<file path="src/rtl/mem_pkg.sv">
// Shared definitions for the MEM-stage access unit.
//  - state_t      : FSM encoding (IDLE / REQ / DONE)
//  - LANE_*       : byte-lane indices within a big-endian 32-bit word
//  - be_from_lane : byte-enable pattern for a given lane and access size
package mem_pkg;

  typedef enum logic [1:0] {
    ST_IDLE = 2'd0,
    ST_REQ  = 2'd1,
    ST_DONE = 2'd2
  } state_t;

  // Big-endian: the lowest byte address holds the most significant byte.
  localparam logic [1:0] LANE_31_24 = 2'd0;
  localparam logic [1:0] LANE_23_16 = 2'd1;
  localparam logic [1:0] LANE_15_8  = 2'd2;
  localparam logic [1:0] LANE_7_0   = 2'd3;

  function automatic logic [3:0] be_from_lane(input logic [1:0] lane, input logic byte_op);
    logic [3:0] be;
    if (!byte_op) begin
      be = 4'b1111;
    end else begin
      case (lane)
        LANE_31_24: be = 4'b1000;
        LANE_23_16: be = 4'b0100;
        LANE_15_8:  be = 4'b0010;
        default:    be = 4'b0001;
      endcase
    end
    return be;
  endfunction

endpackage

</file>
<file path="src/rtl/mem_access_unit_byte_lane_align.sv">
// byte_lane_align: combinational lane steering for the access unit.
// Ports:
//  lane      in  2   byte address bits [1:0]
//  byte_op   in  1   1 = byte access, 0 = word access
//  wdata     in  32  raw store data (byte stores use [7:0])
//  rdata     in  32  raw memory read data
//  be        out 4   byte enables, be[3] -> bits [31:24]
//  wdata_out out 32  store data replicated across all lanes for byte stores
//  rdata_out out 32  load result, zero-extended selected byte for byte loads
module byte_lane_align
  import mem_pkg::*;
(
  input  logic [1:0]  lane,
  input  logic        byte_op,
  input  logic [31:0] wdata,
  input  logic [31:0] rdata,
  output logic [3:0]  be,
  output logic [31:0] wdata_out,
  output logic [31:0] rdata_out
);

  logic [7:0] sel_byte;

  always_comb begin
    be        = be_from_lane(lane, byte_op);
    wdata_out = byte_op ? {4{wdata[7:0]}} : wdata;
    case (lane)
      LANE_31_24: sel_byte = rdata[31:24];
      LANE_23_16: sel_byte = rdata[23:16];
      LANE_15_8:  sel_byte = rdata[15:8];
      default:    sel_byte = rdata[7:0];
    endcase
    rdata_out = byte_op ? {24'b0, sel_byte} : rdata;
  end

endmodule

</file>
<file path="src/rtl/mem_access_unit.sv">
// mem_access_unit: MEM-stage responder that turns load/store requests into a
// req/ack data-memory transaction and stalls the pipeline until it completes.
// Ports:
//  clk, rst                  clock, synchronous active-high reset
//  MEM_ReadfromMem/WritetoMem load / store request from the EX/MEM latch
//  MEM_ByteOp, MEM_Addr, MEM_WData  access size, byte address, store data
//  stall                     hold IF..MEM this cycle
//  load_data, load_valid     load result and its 1-cycle valid pulse
//  acc_err                   1-cycle pulse for misaligned/illegal/timed-out access
//  dmem_req/we/addr/be/wdata memory request bundle
//  dmem_ack, dmem_rdata      memory completion and read data
// Handshake: dmem_req rises on entry to REQ and every dmem_* output holds
// steady until the cycle in which dmem_ack=1 is seen (transfer completes on
// that rising edge) or the timeout expires; dmem_ack is ignored outside REQ.
module mem_access_unit
  import mem_pkg::*;
#(
  parameter int ADDR_W      = 32,
  parameter int TIMEOUT_CYC = 16,
  parameter int CNT_W       = $clog2(TIMEOUT_CYC + 1)
) (
  input  logic              clk,
  input  logic              rst,
  input  logic              MEM_ReadfromMem,
  input  logic              MEM_WritetoMem,
  input  logic              MEM_ByteOp,
  input  logic [ADDR_W-1:0] MEM_Addr,
  input  logic [31:0]       MEM_WData,
  output logic              stall,
  output logic [31:0]       load_data,
  output logic              load_valid,
  output logic              acc_err,
  output logic              dmem_req,
  output logic              dmem_we,
  output logic [ADDR_W-1:0] dmem_addr,
  output logic [3:0]        dmem_be,
  output logic [31:0]       dmem_wdata,
  input  logic              dmem_ack,
  input  logic [31:0]       dmem_rdata
);

  state_t            state, state_n;
  logic [CNT_W-1:0]  cnt;
  logic [ADDR_W-3:0] word_q;
  logic [1:0]        lane_q;
  logic              byte_q, we_q, ld_q, err_q;
  logic [31:0]       wdata_q, load_q;

  logic        req_seen, bad_req, timeout;
  logic [3:0]  al_be;
  logic [31:0] al_wdata, al_rdata;

  assign req_seen = MEM_ReadfromMem | MEM_WritetoMem;
  // Illegal: both directions at once, or a word access that is not word aligned.
  assign bad_req  = (MEM_ReadfromMem & MEM_WritetoMem) |
                    (!MEM_ByteOp && (MEM_Addr[1:0] != 2'b00));
  assign timeout  = (cnt == CNT_W'(TIMEOUT_CYC - 1));

  // Aligner works from captured values so dmem_* stay stable through REQ.
  byte_lane_align u_align (
    .lane      (lane_q),
    .byte_op   (byte_q),
    .wdata     (wdata_q),
    .rdata     (dmem_rdata),
    .be        (al_be),
    .wdata_out (al_wdata),
    .rdata_out (al_rdata)
  );

  always_ff @(posedge clk) begin
    if (rst) begin
      state   <= ST_IDLE;
      cnt     <= '0;
      word_q  <= '0;
      lane_q  <= '0;
      byte_q  <= 1'b0;
      we_q    <= 1'b0;
      ld_q    <= 1'b0;
      err_q   <= 1'b0;
      wdata_q <= '0;
      load_q  <= '0;
    end else begin
      state <= state_n;
      case (state)
        ST_IDLE: begin
          cnt <= '0;
          if (req_seen) begin
            word_q  <= MEM_Addr[ADDR_W-1:2];
            lane_q  <= MEM_Addr[1:0];
            byte_q  <= MEM_ByteOp;
            wdata_q <= MEM_WData;
            we_q    <= MEM_WritetoMem & ~MEM_ReadfromMem;
            ld_q    <= MEM_ReadfromMem & ~MEM_WritetoMem;
            err_q   <= bad_req;
            load_q  <= '0;
          end
        end
        ST_REQ: begin
          cnt <= cnt + CNT_W'(1);
          if (dmem_ack) begin
            if (ld_q) load_q <= al_rdata;
          end else if (timeout) begin
            err_q <= 1'b1;
          end
        end
        default: ;
      endcase
    end
  end

  always_comb begin
    state_n    = state;
    stall      = 1'b0;
    dmem_req   = 1'b0;
    load_valid = 1'b0;
    acc_err    = 1'b0;
    case (state)
      ST_IDLE: begin
        if (req_seen) begin
          stall   = 1'b1;
          state_n = bad_req ? ST_DONE : ST_REQ;
        end
      end
      ST_REQ: begin
        stall    = 1'b1;
        dmem_req = 1'b1;
        if (dmem_ack || timeout) state_n = ST_DONE;
      end
      ST_DONE: begin
        // The request still on the inputs is the one just finished; the
        // pipeline advances on this edge, so it is not re-accepted.
        load_valid = ld_q & ~err_q;
        acc_err    = err_q;
        state_n    = ST_IDLE;
      end
      default: state_n = ST_IDLE;
    endcase
  end

  assign dmem_we    = dmem_req & we_q;
  assign dmem_addr  = dmem_req ? {word_q, 2'b00} : '0;
  assign dmem_be    = dmem_req ? al_be : 4'b0000;
  assign dmem_wdata = dmem_req ? al_wdata : 32'h0;
  assign load_data  = load_q;

endmodule

</file>
<file path="config.mk">
export PLATFORM = sky130hd
export DESIGN_NAME = mem_access_unit
export DESIGN_NICKNAME = d
export VERILOG_FILES = /design/src/rtl/mem_pkg.sv /design/src/rtl/mem_access_unit_byte_lane_align.sv /design/src/rtl/mem_access_unit.sv
export SDC_FILE = /design/constraint.sdc
export NUM_CORES = 1
export LEC_CHECK = 0
export ABC_CLOCK_PERIOD_IN_PS = 4200
export CORE_ASPECT_RATIO = 0.6
export CORE_MARGIN = 10
export CORE_UTILIZATION = 46
export CTS_CLUSTER_SIZE = 16
export DETAILED_ROUTE_END_ITERATION = 6
export PLACE_DENSITY_LB_ADDON = 0.1
export SETUP_SLACK_MARGIN = 0.1
export SLEW_MARGIN = 5
export SYNTH_ARGS = -nofsm -noshare
export SYNTH_HDL_FRONTEND = slang
export SYNTH_SLANG_ARGS = --single-unit
</file>
<file path="constraint.sdc">
create_clock -name clk -period 4.2 [get_ports clk]
set_input_delay 0.63 -clock clk [delete_from_list [all_inputs] [get_ports clk]]
set_output_delay 0.63 -clock clk [all_outputs]
set_load 0.02 [all_outputs]
</file>
Word-level counts from Yosys, hierarchy flattened. Cells that the tools add are included.

Reductions and logical operators: 11. Bitwise logic cells: 10. Equality and inequality tests: 11. Mux-type cells: 26. $add $sub $neg: 1.

Operators by type and width (number): 2-to-1 mux 32 bit (7); one-hot mux 32 bit (2 select lines) (1); one-hot mux 8 bit (3 select lines) (1); != test 2 bit, second input constant (6); one-hot mux 4 bit (3 select lines) (1); one-hot mux 5 bit (2 select lines) (1); 2-to-1 mux 4 bit (2); AND reduction 4 bit (2); 2-to-1 mux 1 bit (7); 2-to-1 mux 2 bit (3); adder 5 x 1 -> 5 bit, second input constant (1); AND 1 bit (5); == test 5 x 4 -> 1 bit, second input constant (1); == test 2 x 1 -> 1 bit, second input constant (2); == test 2 bit, second input constant (2); zero test 2 bit (2); one-hot mux 1 bit (2 select lines) (2); one-hot mux 2 bit (2 select lines) (1); AND reduction 2 bit (2); nonzero test 2 bit (2); inverter 1 bit (3); OR 1 bit (2); logical AND 1 bit (1); zero test 1 bit (1); logical OR 1 bit (1).

Bits in registers: 107.

Logic depth before layout (Yosys ltp). Gate-level depths: netlist of run 1.

Word-level depth: 6. Depth in mapped cells: 6. Gate-level depth less buffers: 6.

By module. Synthesis of run 1 repeated with hierarchy kept, for this count alone.

Cells, all modules: 643. Area, all modules: 5185.0 um^2.

Modules (own cells, without submodules): mem_access_unit (times used 1, area each 4418.0 um^2, cells each 504, sequential area each 2142.1 um^2); byte_lane_align (times used 1, area each 767.0 um^2, cells each 139, sequential area each 0.0 um^2).

Worst setup path before layout of run 1. OpenSTA, ideal clock, no wires.

Path type: input port to output port. Start point: input port MEM_WritetoMem. End point: output port stall. Data arrival time: 1.446 ns. Cell stages on the path: 5. Setup slack: 2.124 ns. Data required time: 3.570 ns. Cell sequence: or2_2 clkbuf_1 buf_2 nor2_1 nor2_1.

Word-level cells in the longest chain between the ends: 3.

RTL lines: from (decl) (line mem_access_unit.sv:25) `input logic MEM_WritetoMem,`; OR 1 bit (line mem_access_unit.sv:53) `assign req_seen = MEM_ReadfromMem | MEM_WritetoMem;`; 2-to-1 mux 1 bit (line mem_access_unit.sv:119) `if (req_seen) begin`; one-hot mux 1 bit (2 select lines) (line mem_access_unit.sv:117) `case (state)`; to (decl) (line mem_access_unit.sv:29) `output logic stall,`.

Every way passes these cells.

Final worst setup path of run 1.
Start point: register state[1]. End point: output port dmem_addr[8].

Word-level cells in the longest chain between the ends: 3.

RTL lines: from (decl) (line mem_access_unit.sv:42) `state_t state, state_n;`; from (signal assigned) (line mem_access_unit.sv:83) `state <= state_n;`; == test 2 x 1 -> 1 bit (line mem_access_unit.sv:117); 2-to-1 mux 1 bit (line mem_access_unit.sv:117); 2-to-1 mux 32 bit (line mem_access_unit.sv:141) `assign dmem_addr = dmem_req ? {word_q, 2'b00} : '0;`; to (decl) (line mem_access_unit.sv:35) `output logic [ADDR_W-1:0] dmem_addr,`.

Every way passes these cells.

==> flow_metrics.env, run 1 <==
export IMPL_status="complete, no violations"
export IMPL_ys_seq_area_share_pct=43.12
export IMPL_post_cts_resized=0
export IMPL_yosysMostFrequentCell="dfxtp_1"
export IMPL_setup_viol=0
export IMPL_p_per_area_nw_per_um2=347.5
export IMPL_max_freq_mhz=295.9
export IMPL_tns_ns=0
export IMPL_async_flop_share_pct=0
export IMPL_ios=207
export IMPL_drt_iter0_drc=318
export IMPL_ff2ff_path_depth=4
export IMPL_ys_seq_elements=107
export IMPL_sw_frac_of_total_pct=27.25
export IMPL_critPathRequiredTime_ns=3.57
export IMPL_drv_cap=0
export IMPL_drive_gt1_share_pct=4.297
export IMPL_grt_ovfl_total=0
export IMPL_hpwl_um=12060
export IMPL_viasPerCell=5.620
export IMPL_min_period_ns=3.380
export IMPL_worst_pin_slew_ns=0.8313
export IMPL_endpoint="dmem_addr[8]"
export IMPL_grt_pass1_vias=5132
export IMPL_finalNetCount=867
export IMPL_fin_skew_ns=0.01039
export IMPL_clkTransAtPathRegs_ns=0.07
export IMPL_layoutNonFillerInstCount=907
export IMPL_cts_root_buffer="clkbuf_16"
export IMPL_fp_dieH_um=100.5
export IMPL_cp_max_fo=32
export IMPL_synth_top_cell_by_area="dfxtp_1"
export IMPL_drv_slew=0
export IMPL_rows=29
export IMPL_cts_tree="yes"
export IMPL_firstDrtPassIters=4
export IMPL_postPlaceCellArea_sq_um=6953
export IMPL_seqPwrFrac_pct=44.4
export IMPL_worst_setup_path_start_kind="flop"
export IMPL_cts_made_buffers=9
export IMPL_p_int_uw=1841
export IMPL_hold_violations=0
export IMPL_slew_limit_headroom_pct=44.50
export IMPL_crit_start="state[1]"
export IMPL_max_vdd_ir_drop_mv=0.2359
export IMPL_io_buffers=204
export IMPL_synth_area_sq_um=4967
export IMPL_final_area_sq_um=7282
export IMPL_multiInputGateArea_sq_um=2517
export IMPL_post_cts_buffers=0
export IMPL_wl_um=17090
export IMPL_antenna_left=0
export IMPL_clock_sinks=107
export IMPL_whs_ns=0.4680
export IMPL_synth_common_cells="dfxtp_1 (107), a21oi_1 (103), o21ai_0 (74)"
export IMPL_final_setup_worst_slack_ns=0.8203
export IMPL_synthTopCellsByArea="dfxtp_1 (43%), a21oi_1 (10%), o21ai_0 (7.5%), nand3_1 (6.8%), and2_1 (5.0%)"
export IMPL_hold_buffers=0
export IMPL_initial_utilization_pct=47.04
export IMPL_clock_power_share_pct=36.5
export IMPL_ys_warnings_count=0
export IMPL_drt_drc_violations_left=0
export IMPL_end_kind="primary output"
export IMPL_leakage_uw=0.002618
export IMPL_regToRegSetupSlack_ns=1.75
export IMPL_rsz0062_at_grt="no"
export IMPL_regArea_sq_um=2142
export IMPL_crit_type="flop to primary output"
export IMPL_synth_top_cell_area_share_pct=43.12
export IMPL_diodes=0
export IMPL_die_w_um=154.2
export IMPL_synth_edf_count=0
export IMPL_gp_congestion=0.8247
export IMPL_yosysUniqueCellTypes=44
export IMPL_insertion_delay_ns=0.35
export IMPL_crit_arrival_ns=2.75
export IMPL_power_switching_uw=689.6
export IMPL_place_ws_ns=1.213
export IMPL_fp_dieArea_sq_um=15490
export IMPL_r2r_start="byte_q"
export IMPL_netlist_instances=603
export IMPL_grt_pass1_wl_um=27050
export IMPL_vias=5097
export IMPL_track_usage_pct=20.80
export IMPL_coreArea_sq_um=10560
export IMPL_cts_htree_levels=3
export IMPL_cts_path_max_buffers=2
export IMPL_wl_per_cell_um=18.84
export IMPL_timing_final_crit_share_pct=80.47
export IMPL_syn_area_per_cell_sq_um=8.238
export IMPL_fillCellCount=842
export IMPL_synth_main_ff_cell="dfxtp_1"
export IMPL_dp_cells=891
export IMPL_min_path_cells=1
export IMPL_area_growth_pct=46.60
export IMPL_timing_rr_end="load_data[2]"
export IMPL_p_comb_share_pct=19.1
export IMPL_hold_path_class="flop to flop"
export IMPL_antenna_found_initial=0
export IMPL_grt_max_degree=69
==> metrics by stage <==
stage	power (uW)	utilization, %
3_3_place_gp	1616	65.85
3_5_place_dp	1627	65.85
4_1_cts	2546	68.97
5_1_grt	2643	68.97
6_report	2531	68.97
2_1_floorplan	1421	-
==> critical path, cell delays in order (launching register included) <==
cell	delay, ns
dfxtp_1	0.63
nand2b_1	0.17
buf_4	0.30
inv_1	0.24
buf_4	0.28
and2_1	0.20
clkdlybuf4s50_1	0.55
==> cells in the final DEF, fill, tap and decap left out, types with 9 or more instances in the layout <==
master	count
a22o_1	23
nor2b_1	10
and2_1	40
nand2b_1	28
buf_4	9
nor2_1	14
dfxtp_1	107
nand2_1	12
clkdlybuf4s50_1	203
clkbuf_16	9
a21oi_1	103
o21ai_0	74
nand3_1	67
mux2i_1	9
==> power by group through the flow <==
stage	clock network, uW	registers, uW	logic [uW]
2_1_floorplan	0	1120	297
3_3_place_gp	0	1140	471
3_5_place_dp	0	1150	481
4_1_cts	940	1120	483
5_1_grt	982	1130	529
6_report	924	1120	483
==> final cells by class <==
type	instances	share of cell area (%)
Sequential cell	107	29.42
Multi-Input combinational cell	428	34.57
Clock inverter	5	1.186
Tap cell	139	2.388
Timing Repair Buffer	213	28.90
Inverter	4	0.2062
Clock buffer	11	3.333
==> state kept, by name, summed over array words and instances, names as in the netlist <==
register	count
ld_q	1
err_q	1
lane_q	2
load_data	32
wdata_q	32
byte_q	1
cnt	5
we_q	1
word_q	30
state	2
==> worst min path at each step <==
stage                             from      endpoint  slack (ns)
after global routing       wdata_q[27]   wdata_q[27]        0.49
final                     load_data[4]  load_data[4]        0.47
after CTS                 load_data[4]  load_data[4]        0.47
after global placement    load_data[6]  load_data[6]        0.45
after detailed placement  load_data[4]  load_data[4]        0.45
after floorplan              word_q[0]     word_q[0]        0.45
==> per-layer routing <==
metal  vias up  wire [um]  global-route usage, %  part of all wire, %
met4         0        235                  5.423                  1.4
met3        16       1730                  8.653                   10
met1      2412       7488                  26.45                   44
met2       214       7634                  31.95                   45
li1       2455          -                      -                    -
met5         -          0                      0                    0
==> kinds of logic after synthesis <==
kind of cell             count (synthesis)  share of synthesized area [%]
AO/OA/AOI/OAI                          221                          25.67
adder cells (fa/ha/maj)                  2                         0.5037
buffers and inverters                   69                          6.473
flip-flops                             107                          43.12
multiplexers                             9                          1.814
other                                    1                        0.07549
AND/OR/NAND/NOR                        194                          22.34
Note: power is estimated with default switching activity, not from simulation.
==> inputs of run 2 (changes only) <==
Settings changed: ABC_CLOCK_PERIOD_IN_PS 4200 to 3500, CORE_UTILIZATION 46 to 43.
Clock period 4.2 ns to 3.5 ns, I/O delays scaled along.
==> run 2 against run 1 <==
Effect of this change:
- flip-flop and latch count unchanged
- clock power increased by 7.0%
- sequential share of layout area about the same
- wire length increased by 2.4%
- combinational power increased by 21%
- utilization decreased by 4.5 points
- via count increased by 0.31%
- non-clock buffer count increased by 2
- cell area about the same
- register-to-register slack got worse by 0.41 ns
- critical path type unchanged
==> flow_metrics.env, run 2 (synthesis results as in run 1) <==
export IMPL_timing_rr_end="load_data[7]"
export IMPL_end_kind="primary output"
export IMPL_p_int_uw=2113
export IMPL_hpwl_um=12430
export IMPL_whs_endpoint="load_data[5]"
export IMPL_antenna_found_initial=1
export IMPL_drv_slew=0
export IMPL_coreArea_sq_um=11300
export IMPL_mostFrequentLayoutCell="clkdlybuf4s50_1"
export IMPL_drive_gt1_share_pct=4.421
export IMPL_critPathBufInv=3
export IMPL_clock_power_share_pct=33.8
export IMPL_p_comb_share_pct=19.9
export IMPL_firstDrtPassIters=5
export IMPL_post_cts_resized=0
export IMPL_min_period_ns=3.054
export IMPL_regToRegSetupSlack_ns=1.34
export IMPL_crit_arrival_ns=2.53
export IMPL_sw_frac_of_total_pct=27.77
export IMPL_die_w_um=158.8
export IMPL_viasPerCell=5.504
export IMPL_track_usage_pct=20.42
export IMPL_ff2ff_path_depth=4
export IMPL_cts_path_max_buffers=2
export IMPL_cts_htree_levels=3
export IMPL_max_freq_mhz=327.5
export IMPL_drt_drc_violations_left=0
export IMPL_initial_utilization_pct=43.96
export IMPL_grt_pass1_wl_um=27520
export IMPL_fin_skew_ns=0.006548
export IMPL_status="complete, no violations"
export IMPL_crit_family="buffers and inverters"
export IMPL_cts_tree="yes"
export IMPL_critPathRequiredTime_ns=2.97
export IMPL_seqPwrFrac_pct=46.3
export IMPL_hold_violations=0
export IMPL_post_cts_buffers=0
export IMPL_area_growth_pct=46.57
export IMPL_gp_congestion=0.8542
export IMPL_hold_buffers=0
export IMPL_grt_pass1_vias=5161
export IMPL_leakage_uw=0.002596
export IMPL_diodes=0
export IMPL_grt_ovfl_total=0
export IMPL_cp_max_fo=32
export IMPL_crit_chain="nand2b_1 -> inv_1 -> buf_4 -> and2_1 -> clkdlybuf4s50_1"
export IMPL_timing_final_crit_share_pct=87.25
export IMPL_setup_viol=0
export IMPL_drt_iter0_drc=350
export IMPL_cts_made_buffers=9
export IMPL_slowest_stage="clkdlybuf4s50_1"
export IMPL_max_vdd_ir_drop_mv=0.2789
export IMPL_vias=5113
export IMPL_crit_type="flop to primary output"
export IMPL_p_per_area_nw_per_um2=401.8
export IMPL_slew_limit_headroom_pct=51.72
export IMPL_critPathMaxStageDelay_ns=0.62
export IMPL_power_switching_uw=812.4
export IMPL_ios=207
export IMPL_min_delay_start="load_data[5]"
export IMPL_fp_dieH_um=103.3
export IMPL_rows=30
export IMPL_clock_sinks=107
export IMPL_worst_pin_slew_ns=0.7241
export IMPL_worst_setup_path_start_kind="flop"
export IMPL_tns_ns=0
export IMPL_rsz0062_at_grt="no"
export IMPL_drv_cap=0
export IMPL_finalNetCount=869
export IMPL_min_path_cells=1
export IMPL_antenna_left=0
export IMPL_wl_per_cell_um=18.83
export IMPL_wl_um=17490
export IMPL_clkTransAtPathRegs_ns=0.07
export IMPL_hold_path_class="flop to flop"
export IMPL_p_total_uw=2926
export IMPL_fp_dieArea_sq_um=16390
export IMPL_final_cell_mix="clkdlybuf4s50_1 (203), dfxtp_1 (106), a21oi_1 (103), o21ai_0 (74), nand3_1 (67)"
export IMPL_r2r_start="byte_q"
export IMPL_cts_root_buffer="clkbuf_16"
export IMPL_io_buffers=204
export IMPL_grt_max_degree=69
export IMPL_insertion_delay_ns=0.34
==> run 2: worst max path at each step <==
stage | start | endpoint | slack [ns] | cells past startpoint
floorplan | MEM_WritetoMem | stall | 1.63 | 5
global placement | MEM_WritetoMem | stall | 0.78 | 5
detailed placement | MEM_WritetoMem | stall | 0.76 | 5
CTS | state[0] | dmem_addr[10] | 0.40 | 5
global route | state[0] | dmem_addr[4] | 0.24 | 5
finish | state[0] | dmem_addr[10] | 0.45 | 5
==> run 2: stage by stage <==
| stage | instances | cell area, sq um | hold slack (ns) | util [%] | setup slack, ns |
|---|---|---|---|---|---|
| 2_1_floorplan | 604 | 4971 | 0.4489 | - | 1.634 |
| 3_3_place_gp | 914 | 6995 | 0.4478 | 61.92 | 0.7780 |
| 6_report | 929 | 7281 | 0.4715 | 64.44 | 0.4462 |
| 5_1_grt | 929 | 7281 | 0.4950 | 64.44 | 0.2372 |
| 3_5_place_dp | 914 | 6995 | 0.4585 | 61.92 | 0.7648 |
| 4_1_cts | 929 | 7281 | 0.4736 | 64.44 | 0.4041 |
==> run 2: cell type report <==
type | count | area [sq um]
clock buffer | 11 | 232.7
clock inverter | 4 | 52.55
fill | 947 | 4018
inverter | 4 | 15.01
multi-input combinational | 428 | 2517
sequential | 107 | 2143
tap | 160 | 200.2
timing repair buffer | 215 | 2120
==> run 2: layer usage <==
metal  routed length, um  track usage (%)
met1                8077            26.07
met2                7750            32.05
met3                1425            7.866
met4                 227            5.007
met5                  10                0
==> run 2: power by group through the flow <==
stage / registers [uW] / clock network (uW) / logic (uW)
floorplan: 1350 / 0 / 356
global placement: 1380 / 0 / 566
detailed placement: 1380 / 0 / 580
CTS: 1350 / 1010 / 583
global route: 1370 / 1070 / 636
finish: 1350 / 989 / 583
